### config.mk
export PLATFORM = sky130hd
export DESIGN_NAME = ifetch_unit
export DESIGN_NICKNAME = d
export VERILOG_FILES = /design/src/rtl/ifetch_unit_pkg.sv /design/src/rtl/ifetch_fifo.sv /design/src/rtl/ifetch_unit.sv
export SDC_FILE = /design/constraint.sdc
export NUM_CORES = 1
export LEC_CHECK = 0
export CAP_MARGIN = 30
export CORE_MARGIN = 2
export CORE_UTILIZATION = 49
export DETAILED_ROUTE_END_ITERATION = 10
export GPL_TIMING_DRIVEN = 0
export HOLD_SLACK_MARGIN = 0.15
export PLACE_DENSITY = 0.84
export SYNTH_ARGS = -nofsm -noshare
export SYNTH_HDL_FRONTEND = slang
export SYNTH_SLANG_ARGS = --single-unit
### constraint.sdc
create_clock -name clk -period 4.75 [get_ports clk]
set_input_delay 0.7125 -clock clk [delete_from_list [all_inputs] [get_ports clk]]
set_output_delay 0.7125 -clock clk [all_outputs]
set_load 0.1 [all_outputs]
### src/rtl/ifetch_unit_pkg.sv
// ----------------------------------------------------------------------------
// ifetch_unit_pkg
// Definitions shared by the instruction-fetch slice: the halt opcode, the
// native instruction width and the default reset PC, plus a helper that
// recognises a halt word from its opcode field.
// No ports (package).
// ----------------------------------------------------------------------------
package ifetch_unit_pkg;

    localparam int          INSTR_WIDTH      = 16;
    localparam logic [3:0]  OPC_HLT          = 4'hF;
    localparam logic [15:0] DEFAULT_RESET_PC = 16'h0000;

    function automatic logic is_hlt(input logic [3:0] opcode);
        return opcode == OPC_HLT;
    endfunction

endpackage

### src/rtl/ifetch_fifo.sv
// ----------------------------------------------------------------------------
// ifetch_fifo
// Two-entry prefetch buffer of {pc, word}. The head entry is always held in
// the head_* registers, so decode sees it without any read mux.
// Ports:
//   clk, rst             clock, asynchronous active-high reset
//   push, push_pc/word   write a new entry (ignored when full without a pop)
//   pop                  discard the head entry (ignored when empty)
//   flush                empty the buffer; overrides push and pop
//   head_pc, head_word   current head entry (stale when count == 0)
//   count                number of valid entries, 0..2
// ----------------------------------------------------------------------------
module ifetch_fifo #(
    parameter int DWIDTH = 16,
    parameter int AWIDTH = 16
) (
    input  logic              clk,
    input  logic              rst,
    input  logic              push,
    input  logic [AWIDTH-1:0] push_pc,
    input  logic [DWIDTH-1:0] push_word,
    input  logic              pop,
    input  logic              flush,
    output logic [AWIDTH-1:0] head_pc,
    output logic [DWIDTH-1:0] head_word,
    output logic [1:0]        count
);

    logic [AWIDTH-1:0] tail_pc;
    logic [DWIDTH-1:0] tail_word;
    logic              do_pop;
    logic              do_push;

    assign do_pop  = pop && (count != 2'd0);
    // A full buffer still accepts a push when the head leaves in the same cycle.
    assign do_push = push && ((count != 2'd2) || do_pop);

    // NOTE: sequential state uses non-blocking assignments so every register
    // samples the pre-edge values regardless of statement order.
    always_ff @(posedge clk or posedge rst) begin
        if (rst) begin
            count     <= 2'd0;
            // NOTE: only two entries, so the storage is reset too; this keeps
            // the head outputs deterministic without a RAM-style no-reset array.
            head_pc   <= '0;
            head_word <= '0;
            tail_pc   <= '0;
            tail_word <= '0;
        end else if (flush) begin
            count <= 2'd0;
        end else begin
            case ({do_push, do_pop})
                2'b10: begin
                    if (count == 2'd0) begin
                        head_pc   <= push_pc;
                        head_word <= push_word;
                    end else begin
                        tail_pc   <= push_pc;
                        tail_word <= push_word;
                    end
                    count <= count + 2'd1;
                end
                2'b01: begin
                    head_pc   <= tail_pc;
                    head_word <= tail_word;
                    count     <= count - 2'd1;
                end
                2'b11: begin
                    // Count unchanged; the new word lands behind whatever remains.
                    if (count == 2'd1) begin
                        head_pc   <= push_pc;
                        head_word <= push_word;
                    end else begin
                        head_pc   <= tail_pc;
                        head_word <= tail_word;
                        tail_pc   <= push_pc;
                        tail_word <= push_word;
                    end
                end
                default: ;
            endcase
        end
    end

endmodule

### src/rtl/ifetch_unit.sv
// ----------------------------------------------------------------------------
// ifetch_unit
// Instruction fetch front end: drives a zero-latency instruction memory,
// buffers up to two fetched words and presents the head to decode.
// Optional halt detection is enabled by defining IFETCH_HALT_DETECT_EN: a
// fetched word with opcode 4'hF stops further fetching and, once the buffer
// drains, raises halted until the next redirect or reset.
// Ports:
//   clk, rst                   clock, asynchronous active-high reset
//   mem_addr, mem_enable       fetch address (0 when idle) and read strobe
//   mem_wr, mem_data_in        write side, constant 0
//   mem_data_out               combinational read data
//   redirect, redirect_pc      branch/jump target (bit 0 ignored)
//   instr, instr_pc            head instruction and its address (0 if invalid)
//   instr_valid, instr_ready   head handshake with decode
//   halted                     halt fetched and buffer drained
// ----------------------------------------------------------------------------
module ifetch_unit
    import ifetch_unit_pkg::*;
#(
    parameter int                DWIDTH   = INSTR_WIDTH,
    parameter int                AWIDTH   = 16,
    parameter logic [AWIDTH-1:0] RESET_PC = AWIDTH'(DEFAULT_RESET_PC)
) (
    input  logic              clk,
    input  logic              rst,
    output logic [AWIDTH-1:0] mem_addr,
    output logic              mem_enable,
    output logic              mem_wr,
    output logic [DWIDTH-1:0] mem_data_in,
    input  logic [DWIDTH-1:0] mem_data_out,
    input  logic              redirect,
    input  logic [AWIDTH-1:0] redirect_pc,
    output logic [DWIDTH-1:0] instr,
    output logic [AWIDTH-1:0] instr_pc,
    output logic              instr_valid,
    input  logic              instr_ready,
    output logic              halted
);

    localparam logic [AWIDTH-1:0] HALF_MASK = ~AWIDTH'(1);

    logic [AWIDTH-1:0] fetch_pc;
    logic [AWIDTH-1:0] head_pc;
    logic [DWIDTH-1:0] head_word;
    logic [1:0]        count;
    logic              pop;
    logic              fetch;

    assign pop = instr_valid && instr_ready;

`ifdef IFETCH_HALT_DETECT_EN
    logic halt_seen;

    assign fetch  = !redirect && !halt_seen && ((count != 2'd2) || pop);
    assign halted = halt_seen && (count == 2'd0);

    always_ff @(posedge clk or posedge rst) begin
        if (rst) begin
            halt_seen <= 1'b0;
        end else if (redirect) begin
            halt_seen <= 1'b0;
        end else if (fetch && is_hlt(mem_data_out[DWIDTH-1 -: 4])) begin
            halt_seen <= 1'b1;
        end
    end
`else
    assign fetch  = !redirect && ((count != 2'd2) || pop);
    assign halted = 1'b0;
`endif

    // The registers are already held by reset; the strobe alone needs the
    // explicit gate so memory sees no read while it is being loaded.
    assign mem_enable  = fetch && !rst;
    assign mem_addr    = mem_enable ? fetch_pc : '0;
    assign mem_wr      = 1'b0;
    assign mem_data_in = '0;

    always_ff @(posedge clk or posedge rst) begin
        if (rst) begin
            fetch_pc <= RESET_PC & HALF_MASK;
        end else if (redirect) begin
            fetch_pc <= redirect_pc & HALF_MASK;
        end else if (fetch) begin
            fetch_pc <= fetch_pc + AWIDTH'(2);   // wraps naturally at the top
        end
    end

    ifetch_fifo #(
        .DWIDTH (DWIDTH),
        .AWIDTH (AWIDTH)
    ) u_fifo (
        .clk       (clk),
        .rst       (rst),
        .push      (fetch),
        .push_pc   (fetch_pc),
        .push_word (mem_data_out),
        .pop       (pop),
        .flush     (redirect),
        .head_pc   (head_pc),
        .head_word (head_word),
        .count     (count)
    );

    assign instr_valid = (count != 2'd0);
    assign instr       = instr_valid ? head_word : '0;
    assign instr_pc    = instr_valid ? head_pc   : '0;

endmodule
* Word level (Yosys, flattened, before mapping) *
Index checks and enable logic that the tools add are counted.

word-level totals
  register bits after elaboration = 82
  output and inout port bits = 68
  bits of input ports = 36
  logic and storage cells = 54

operators by class
  multiplexer cells = 19
  reduce and logical (&&, ||, !) cells = 17
  equal/unequal tests = 8
  add/sub/neg operators = 3
  bitwise operators = 1

operator list
  kind                                                                   count
  16-bit two-way mux                                                     13
  16-bit case mux with 3 select lines                                    2
  16-bit case mux with 2 select lines                                    2
  16-bit by 2-bit adder with 16-bit output, second input constant        1
  2-bit != test, second input constant                                   3
  2-bit nonzero test                                                     3
  3-bit nonzero test                                                     2
  1-bit logical AND                                                      5
  2-bit by 1-bit equality test with 1-bit output, second input constant  2
  2-bit equality test, second input constant                             2
  2-bit case mux with 2 select lines                                     1
  4-bit AND reduction                                                    1
  3-bit AND reduction                                                    1
  2-bit by 1-bit adder with 2-bit output, second input constant          1
  1-bit zero test                                                        2
  2-bit zero test                                                        1
  1-bit logical OR                                                       2
  2-bit two-way mux                                                      1
  2-bit by 1-bit != test with 1-bit output, second input constant        1
  2-bit by 1-bit subtractor with 2-bit output, second input constant     1
  1-bit inverter                                                         1

* Longest topological paths before layout *
  word-level depth = 8
  gate-level depth with buffers = 8
  gate-level depth less buffers = 6

* Cells and area by module *
From an unflattened synthesis, not the netlist that was laid out.

second synthesis, totals
  cell total of the unflattened synthesis = 401
  area, all modules = 4424.2 um2

by module, submodules not included
  module       seq. area each (um2)  cells an instance  instances  area each (um2)
  ifetch_fifo  1651.6                230                1          3065.4
  ifetch_unit  375.4                 171                1          1358.8

* Least setup slack after synthesis *
OpenSTA, ideal clock, no wires.

  path kind = input port to output port
  from = in rst
  to = out mem_addr[10]
  buffers on the path = 1
  required time = 4.038 ns
  stages = 4
  data arrival time = 4.685 ns
  setup slack = -0.647 ns
  cell sequence = inv_1 -> and3_1 -> clkbuf_1 -> and2_1

between the ends
  cells in the longest elaborated chain, start to end = 3

RTL lines
  item                              line               source
  start, declared                   ifetch_unit.sv:26  input logic rst,
  1-bit zero test (no source line)  --
  1-bit logical AND                 ifetch_unit.sv:74  assign mem_enable = fetch && !rst;
  via mem_enable                    ifetch_unit.sv:28  output logic mem_enable,
  16-bit two-way mux                ifetch_unit.sv:75  assign mem_addr = mem_enable ? fetch_pc : '0;
  end, declared                     ifetch_unit.sv:27  output logic [AWIDTH-1:0] mem_addr,

The timed path passes the listed nets, and every way through them passes these cells.

* Final worst setup path *
  from = in instr_ready
  to = out mem_addr[7]

between the ends
  cells in the longest elaborated chain, start to end = 5

RTL lines
  item                line               source
  start, declared     ifetch_unit.sv:37  input logic instr_ready,
  1-bit logical AND   ifetch_unit.sv:50  assign pop = instr_valid && instr_ready;
  1-bit logical OR    ifetch_unit.sv:68  assign fetch = !redirect && ((count != 2'd2) || pop);
  1-bit logical AND   ifetch_unit.sv:68
  1-bit logical AND   ifetch_unit.sv:74
  16-bit two-way mux  ifetch_unit.sv:75

No other way between the ends.

==> impl_metrics.toml <==
[cts]
cts_buffers = 9
cts_root_buffer = "clkbuf_8"
cts_max_path_buffers = 2
htreeDepth = 3
post-cts-setup-buffers = 0
cts_resized = 0
cts-hold-fix-buffers = 0
cts_tree = "done"
clock-sinks = 80
insertion_delay_ns = 0.36
clkTransAtPathRegs_ns = 0.08

[drt]
wl_per_cell_um = 14.8
dr.pass1.iters = 4
num_vias = 3147
vias_per_cell = 5.07
ant_nets = 0
drt_iter0_drc = 128
drc = 0
routed_wl_um = 9190

[run_status]
outcome = "completed"

[timing]
relSlewSlack_pct = 31.9
setup_viol = 0
timing.setup.tns_ns = 0
fmax_mhz = 229
clock_skew_ns = 0.00886
post-route-period-util_pct = 92.1
slew_viol_final = 0
tightestPinTransition_ns = 1.02
grt_setup_unrepaired = "no"
period_needed_ns = 4.37
worst_hold_slack_ns = 0.486
hold_viol_final = 0

[floorplan]
start_util_pct = 50.4
num_io_pins = 104
core-area_um2 = 8180
num_rows = 33
die_area_um2 = 9160
die_h_um = 95.7
fp.dieW_um = 95.7

[critical_path]
cp.required_ns = 4.04
startpoint_type = "input pin"
worstPathMaxFanout = 10
critPathKind = "in -> out"
r2r_cells = 6
cp-end-kind = "primary output"
crit_arrival_ns = 3.66

[synthesis]
seq_area_frac_synth_pct = 48.6
synthDominantCellAreaShare_pct = 48.6
synthFlopType = "dfrtp_1"
yosysTopAreaCell = "dfrtp_1"
syn_inst = 398
synth-seq-cells = 80
synth_async_sr_flop_share_pct = 100
synthTopCellsByArea = "dfrtp_1, mux2i_1, mux2_2"
synth-edff-count = 0
synth.avg_cell_area_um2 = 10.4
syn_area_um2 = 4120
ys_warn_count = 0
netlist-cell-type-count = 36

[global_route]
use_met1_pct = 27.3
grt_pass1_wl_um = 14700
grt_max_degree = 34
use_met3_pct = 4.62
grt_busiest_layer = "met2"
grt_pass1_vias = 3019
antenna_found_initial = 0
overflow = 0
grt_use_met2_pct = 35.8
grt_usage_pct = 21.2

[layout]
final_cell_mix = "clkdlybuf4s50_1, dfrtp_1, mux2i_1, nor2_1"
syn_to_final_growth_pct = 30.2
finalCoreUtilization_pct = 65.6
final_common_cell = "clkdlybuf4s50_1"
diodes = 0
drive_above_1_share_pct = 14.9
final_nets = 551
fin_area_um2 = 5360

[placement]
portBuffers = 82
dpl_cell_area_um2 = 5180
gp_congestion = 0.949
hpwl_um = 6910

[run]
maxCapViolCount = 0

[min_path]
hold_depth = 2
min_path_type = "reg -> reg"
## area by class of cell
cell class                      instances  area, um^2
Clock inverter                          7        55.1
Clock buffer                            9         124
Fill cell                             654        2810
Multi-Input combinational cell        285        1900
Tap cell                              105         131
Timing Repair Buffer                   84         861
Inverter                               10        41.3
Buffer                                 41         246
Sequential cell                        80        2000
## metal layers
layer | vias to the layer above | routed length (um)
met5 | - | 0
met4 | 0 | 131
met3 | 12 | 411
met2 | 94 | 4630
met1 | 1499 | 4020
li1 | 1542 | -
## synthesized netlist by cell type (11+ instances only)
library cell and number:
o21ai_0 16, nor2b_1 34, and2_1 14, dfrtp_1 80
mux2_2 27, nor2_1 36, a21oi_1 34, nand2_1 21
buf_4 19, mux2i_1 36, xnor2_1 11, clkbuf_1 15
## kinds of logic (layout without fill, tap and decap cells)
| group | count (synthesis) | after routing | share of synthesized area [%] |
|---|---|---|---|
| fa+ha+maj | 4 | 4 | 1.21 |
| other cells | 1 | 19 | 0.0910 |
| buf+inv | 51 | 151 | 6.89 |
| simple gates | 122 | 122 | 15.5 |
| compound gates | 66 | 66 | 9.23 |
| xor+xnor | 11 | 11 | 2.34 |
| mux | 63 | 63 | 16.1 |
| flops | 80 | 80 | 48.6 |
## stage by stage
step	worst slack, ns	cells
2_1_floorplan	0.256	416
3_3_place_gp	-0.796	603
3_5_place_dp	0.434	605
4_1_cts	0.404	621
5_1_grt	0.257	621
6_report	0.377	621
## worst max-delay path: stages
cell	delay [ns]
clkdlybuf4s50_1	0.61
nand2b_4	0.11
nand2_1	0.19
and3_1	0.33
clkbuf_1	0.35
and2_1	0.21
clkdlybuf4s50_1	1.14
## worst paths after layout
path                                    from              endpoint  slack (ns)
setup / recovery                 instr_ready           mem_addr[7]        0.38
hold / removal             u_fifo.tail_pc[7]     u_fifo.tail_pc[7]        0.49
setup reg to reg             u_fifo.count[0]  u_fifo.tail_word[11]        2.48
hold reg to reg            u_fifo.tail_pc[7]     u_fifo.tail_pc[7]        0.49
max in group asynchronous                rst          fetch_pc[10]        3.54
min in group asynchronous                rst  u_fifo.tail_word[10]        0.71
## state kept, by name (all words and copies together) (netlist names)
name	count
u_fifo.head_word	16
fetch_pc	15
u_fifo.head_pc	16
u_fifo.tail_pc	15
u_fifo.tail_word	16
u_fifo.count	2
Power is not shown: default switching activity piles up to over one toggle a cycle in this logic, so the estimate is an artifact.
